`config.mk`:
```
export PLATFORM = sky130hd
export DESIGN_NAME = led_mode_sequencer
export DESIGN_NICKNAME = d
export VERILOG_FILES = /design/src/rtl/led_ctrl_pkg.sv /design/src/rtl/button_debounce.sv /design/src/rtl/led_mode_sequencer.sv
export SDC_FILE = /design/constraint.sdc
export NUM_CORES = 1
export LEC_CHECK = 0
export ABC_AREA = 1
export BUFFER_PORTS_ARGS = -buffer_cell sky130_fd_sc_hd__buf_2
export CAP_MARGIN = 30
export CORE_MARGIN = 3
export CORE_UTILIZATION = 60
export DETAILED_ROUTE_END_ITERATION = 16
export PLACE_DENSITY = 0.78
export SLEW_MARGIN = 20
export SYNTH_ARGS = -nofsm -noshare
export SYNTH_HDL_FRONTEND = slang
export SYNTH_SLANG_ARGS = --single-unit
```
`constraint.sdc`:
```
create_clock -name i_clock -period 2.4 [get_ports i_clock]
set_input_delay 0.12 -clock i_clock [delete_from_list [all_inputs] [get_ports i_clock]]
set_output_delay 0.12 -clock i_clock [all_outputs]
set_load 0.005 [all_outputs]
```
`src/rtl/led_ctrl_pkg.sv`:
```
// Shared types and constants for the LED mode sequencer: FSM encoding and blink-rate modes.
package led_ctrl_pkg;

  typedef enum logic [0:0] {
    StIdle = 1'b0,
    StRun  = 1'b1
  } state_e;

  localparam logic [1:0] MODE_0 = 2'd0;
  localparam logic [1:0] MODE_1 = 2'd1;
  localparam logic [1:0] MODE_2 = 2'd2;
  localparam logic [1:0] MODE_3 = 2'd3;

  // Mode wraps 3 -> 0 by truncation to two bits.
  function automatic logic [1:0] next_mode(input logic [1:0] mode);
    return mode + 2'd1;
  endfunction

endpackage

```
`src/rtl/button_debounce.sv`:
```
// Two-flop synchronizer and counting debouncer for a raw push-button; emits one
// single-cycle pulse on each debounced rising edge.
module button_debounce #(
  parameter int unsigned DEBOUNCE_TICKS = 250_000
) (
  input  logic i_clock,
  input  logic i_reset,
  input  logic i_raw,
  output logic o_level,
  output logic o_pulse
);

  localparam int unsigned CntW = $clog2(DEBOUNCE_TICKS + 1);
  localparam logic [CntW-1:0] CntLast = CntW'(DEBOUNCE_TICKS - 1);

  logic [1:0]      sync_q;
  logic [CntW-1:0] cnt_q, cnt_d;
  logic            level_q, level_d;
  logic            pulse_q, pulse_d;

  // Level flips on the DEBOUNCE_TICKS-th consecutive differing sample; any
  // agreeing sample restarts the count.
  always_comb begin
    cnt_d   = '0;
    level_d = level_q;
    if (sync_q[1] != level_q) begin
      if (cnt_q == CntLast) begin
        level_d = ~level_q;
      end else begin
        cnt_d = cnt_q + CntW'(1);
      end
    end
    pulse_d = level_d & ~level_q;
  end

  always_ff @(posedge i_clock or posedge i_reset) begin
    if (i_reset) begin
      sync_q  <= 2'b00;
      cnt_q   <= '0;
      level_q <= 1'b0;
      pulse_q <= 1'b0;
    end else begin
      sync_q  <= {sync_q[0], i_raw};
      cnt_q   <= cnt_d;
      level_q <= level_d;
      pulse_q <= pulse_d;
    end
  end

  assign o_level = level_q;
  assign o_pulse = pulse_q;

endmodule

```
`src/rtl/led_mode_sequencer.sv`:
```
// Steps a blinker through four blink-rate modes, either on a dwell timer or on
// debounced button presses, between start and stop commands.
module led_mode_sequencer
  import led_ctrl_pkg::*;
#(
  parameter int unsigned DWELL_TICKS    = 25_000_000,
  parameter int unsigned DEBOUNCE_TICKS = 250_000
) (
  input  logic       i_clock,
  input  logic       i_reset,
  input  logic       i_start,
  input  logic       i_stop,
  input  logic       i_auto,
  input  logic       i_button,
  output logic       o_enable,
  output logic       o_switch_1,
  output logic       o_switch_2,
  output logic [1:0] o_mode,
  output logic       o_busy
);

  localparam int unsigned DwellW = $clog2(DWELL_TICKS);
  localparam logic [DwellW-1:0] DwellLast = DwellW'(DWELL_TICKS - 1);

  state_e            state_q, state_d;
  logic [1:0]        mode_q, mode_d;
  logic [DwellW-1:0] dwell_q, dwell_d;
  logic              btn_pulse;
  logic              unused_btn_level;

  button_debounce #(
    .DEBOUNCE_TICKS(DEBOUNCE_TICKS)
  ) u_button_debounce (
    .i_clock(i_clock),
    .i_reset(i_reset),
    .i_raw  (i_button),
    .o_level(unused_btn_level),
    .o_pulse(btn_pulse)
  );

  always_comb begin
    state_d = state_q;
    mode_d  = mode_q;
    dwell_d = dwell_q;
    unique case (state_q)
      StIdle: begin
        mode_d  = MODE_0;
        dwell_d = '0;
        if (i_start && !i_stop) begin
          state_d = StRun;
        end
      end
      StRun: begin
        // Stop dominates; a press coinciding with dwell expiry advances once.
        if (i_stop) begin
          state_d = StIdle;
          mode_d  = MODE_0;
          dwell_d = '0;
        end else if (btn_pulse || (i_auto && dwell_q == DwellLast)) begin
          mode_d  = next_mode(mode_q);
          dwell_d = '0;
        end else if (i_auto) begin
          dwell_d = dwell_q + DwellW'(1);
        end
      end
    endcase
  end

  always_ff @(posedge i_clock or posedge i_reset) begin
    if (i_reset) begin
      state_q <= StIdle;
      mode_q  <= MODE_0;
      dwell_q <= '0;
    end else begin
      state_q <= state_d;
      mode_q  <= mode_d;
      dwell_q <= dwell_d;
    end
  end

  assign o_enable   = (state_q == StRun);
  assign o_busy     = (state_q == StRun);
  assign o_mode     = mode_q;
  assign o_switch_1 = mode_q[1];
  assign o_switch_2 = mode_q[0];

endmodule

```
==> qor.yml <==
power_and_ir_drop:
  p_leak_nw: 1.337
  comb_power_share: 0.046
  netSwitchingFraction: 0.2285
  seq_power_share: 0.559
  ir_worst_vdd_mv: 0.3579
  p_int_w: 0.001181
  p_switching_w: 0.0003498
  p_per_area_nw_per_um2: 477.2
  clkPwrFrac: 0.395
die:
  io_pins: 12
  fp.dieW_um: 76.38
  die_y_um: 76.38
  num_rows: 24
  core_area_um2: 4564
  start_util: 0.6510
  die-area_um2: 5833
hold_path:
  worstHoldPathType: "in2reg"
  min_path_cells: 3
synth:
  avgSynthCellArea_um2: 7.485
  syn-num-nets: 405
  synth_cell_type_count: 26
  synth_top_cell_area_share: 0.4211
  synth-seq-cells: 50
  yosysTopAreaCell: "dfrtp_1"
  yosys_warnings: 0
  syn_inst: 397
  syn-cell-area_um2: 2972
  yosysSeqAreaShare: 0.4211
  synthTopCellsByArea: "dfrtp_1 (42%), nand2_1 (11%), nor2_1 (10%), inv_1 (6.4%), nand3_1 (4.9%)"
global_routing:
  grt.total_usage: 0.2310
  grt_max_degree: 30
  grt_pass1_vias: 2478
  grt_pass1_wl_um: 11030
  overflow: 0
  antenna_found_initial: 0
timing:
  finalMaxSlewViolations: 0
  skew_ns: 0.01448
  worst-slew-pin-transition_ns: 0.5270
  slew_headroom: 0.6483
  post-route-min-period_ns: 1.738
  grt_setup_unrepaired: "no"
  finalSetupViolCount: 0
  fin_setup_tns_ns: 0
  fmax_mhz: 575.3
  period_share: 0.7243
  hold_viol_final: 0
  hold-worst-slack_ns: 0.03495
cells_and_area:
  layout.nets: 421
  fin_cells: 479
  finalCoreUtilization: 0.7029
  area_growth_pct: 7.958
  drive_gt1_frac: 0.1401
  num_antenna_cells: 0
drt:
  routed_wirelength_um: 6039
  top_layer: "met4"
  viasPerCell: 5.267
  wire_per_inst_um: 12.61
  vias: 2523
  post-route-drc-count: 0
  wl_met2_um: 3120
  met1_length_um: 2615
  wl_met3_um: 181
  drt-pass1-iter-count: 4
  drtIter0Drc: 130
  ant_nets: 0
clocking:
  root_buffer: "clkbuf_8"
  cts_resized: 0
  clk_latency_ns: 0.31
  clk_pin_slew_ns: 0.10
  cts_tree: "yes"
  cts_buffer_depth: 2
  numCtsBuffers: 5
  ctsHtreeMaxLevel: 2
  cts_num_sinks: 50
critical_path:
  worstSetupPathType: "reg2reg"
  cp_common_cell: "nand2_1"
  crit_buf_inv: 1
  crit_chain: "ha_1 > inv_1 > nor2_2 > nand2_1 > nor2_1 > nand2_1 > nand3_2 > nand3_1 > nand2_1"
  critPathLaunchType: "register"
  cp.required_ns: 2.61
  reg2regPathDepth: 9
  crit_path_end_kind: "register"
  critPathSlowestCell: "dfrtp_1"
  cpLargestDelayFamily: "simple AND/OR/NAND/NOR gates"
  arrival_ns: 1.95
  slowest_delay_ns: 0.42
  path_max_fanout: 22
  cp.depth: 9
placement:
  dp.cells: 468
  routabilityCongestion: 0.8917
  numPortBuffers: 11
  post-dp-hpwl_um: 4502
run:
  maxCapViolCount: 0
run_status:
  status: "complete, no violations"
[cells in the final DEF, fill, tap and decap left out]
cell type	instances
a21oi_1	7
buf_2	11
buf_4	2
bufinv_16	1
clkbuf_1	1
clkbuf_8	5
clkinvlp_4	1
dfrtp_1	50
dlygate4sd3_1	3
ha_1	2
inv_1	50
inv_2	4
nand2_1	87
nand2_2	4
nand3_1	29
nand3_2	3
nand3_4	2
nand4_1	15
nor2_1	83
nor2_2	9
nor2_4	8
nor3_1	10
nor3_2	6
nor3b_1	2
nor3b_2	1
o21ai_0	2
o21bai_1	1
o21bai_2	1
xnor2_1	6
xor2_1	8
[final timing paths]
| path | slack (ns) | end | from |
|---|---|---|---|
| min in group asynchronous | 0.36 | u_button_debounce.cnt_q[4]$_DFF_PP0_ | i_reset |
| max in group asynchronous | 1.29 | dwell_q[8]$_DFFE_PP0P_ | i_reset |
| min | 0.03 | o_busy$_DFF_PP0_ | i_start |
| max | 0.66 | o_mode[1]$_DFFE_PP0P_ | dwell_q[0]$_DFFE_PP0P_ |
| max reg2reg | 0.66 | o_mode[1]$_DFFE_PP0P_ | dwell_q[0]$_DFFE_PP0P_ |
| min reg2reg | 0.37 | u_button_debounce.sync_q[1]$_DFF_PP0_ | u_button_debounce.sync_q[0]$_DFF_PP0_ |
[layer usage]
layer | up-vias | GRT usage
met5 | - | 0
met4 | 0 | 0.07246
met3 | 10 | 0.04019
met2 | 53 | 0.4174
met1 | 1187 | 0.2784
li1 | 1273 | -
[sequential cells by signal, indices dropped and copies added, names as in the netlist]
name	flops
o_mode	2
dwell_q	25
u_button_debounce.cnt_q	18
u_button_debounce.sync_q	2
u_button_debounce.o_level	1
u_button_debounce.o_pulse	1
o_busy	1
[through the flow]
step | area, um^2 | worst slack (ns) | total power [W]
after detailed placement | 3068 | 0.6354 | 0.0009411
after global routing | 3208 | 0.4922 | 0.001596
after CTS | 3208 | 0.6235 | 0.001538
after floorplan | 2972 | 1.079 | 0.0009222
final | 3208 | 0.6618 | 0.001531
after global placement | 3068 | 0.7078 | 0.0009390
[worst min-delay path: cells and delay by family]
family	cells	cell delay, ns
buf+inv	2	0.13
compound gates	1	0.06
[cells in the mapped netlist]
master	n
nand2_1	87
nor2_1	83
inv_1	51
dfrtp_1	50
nand3_1	29
nand4_1	15
nor3_1	10
nor2_2	9
nor2_4	8
xor2_1	8
a21oi_1	7
nor3_2	6
xnor2_1	6
nand2_2	4
buf_4	3
inv_2	3
nand3_2	3
buf_2	2
buf_6	2
ha_1	2
nand3_4	2
nor3b_1	2
o21ai_0	2
nor3b_2	1
o21bai_1	1
o21bai_2	1
[power by group through the flow]
stage / clock [W] / sequential (W) / combinational [W]
floorplan: 0 / 0.000871 / 0.0000509
global placement: 0 / 0.000872 / 0.0000672
detailed placement: 0 / 0.000872 / 0.0000688
CTS: 0.000610 / 0.000856 / 0.0000727
global route: 0.000657 / 0.000857 / 0.0000814
finish: 0.000605 / 0.000856 / 0.0000704
[area by class of cell]
| type | count | area, um^2 |
|---|---|---|
| repair buffers | 16 | 100.1 |
| clock buffers | 6 | 72.57 |
| inverters | 54 | 202.7 |
| well taps | 65 | 81.33 |
| clock inverters | 2 | 37.54 |
| fillers | 396 | 1356 |
| multi-input cells | 286 | 1463 |
| flip-flops and latches | 50 | 1251 |
[timing repair]
| item | 4_1_cts | 5_1_grt |
|---|---|---|
| buffers inserted | 0 | 0 |
| hold buffers | 3 | 0 |
| endpoints found under the hold margin | 23 | 0 |
[kinds of logic (layout without fill, tap and decap cells)]
kind of cell,after synthesis,count (layout),share of synthesized area
XOR/XNOR,14,14,0.04126
AO/OA/AOI/OAI,11,11,0.02147
AND/OR/NAND/NOR,259,259,0.4210
buffers and inverters,61,78,0.08673
flip-flops,50,50,0.4211
adder cells (fa/ha/maj),2,2,0.008420
(Power assumes the default switching activity.)
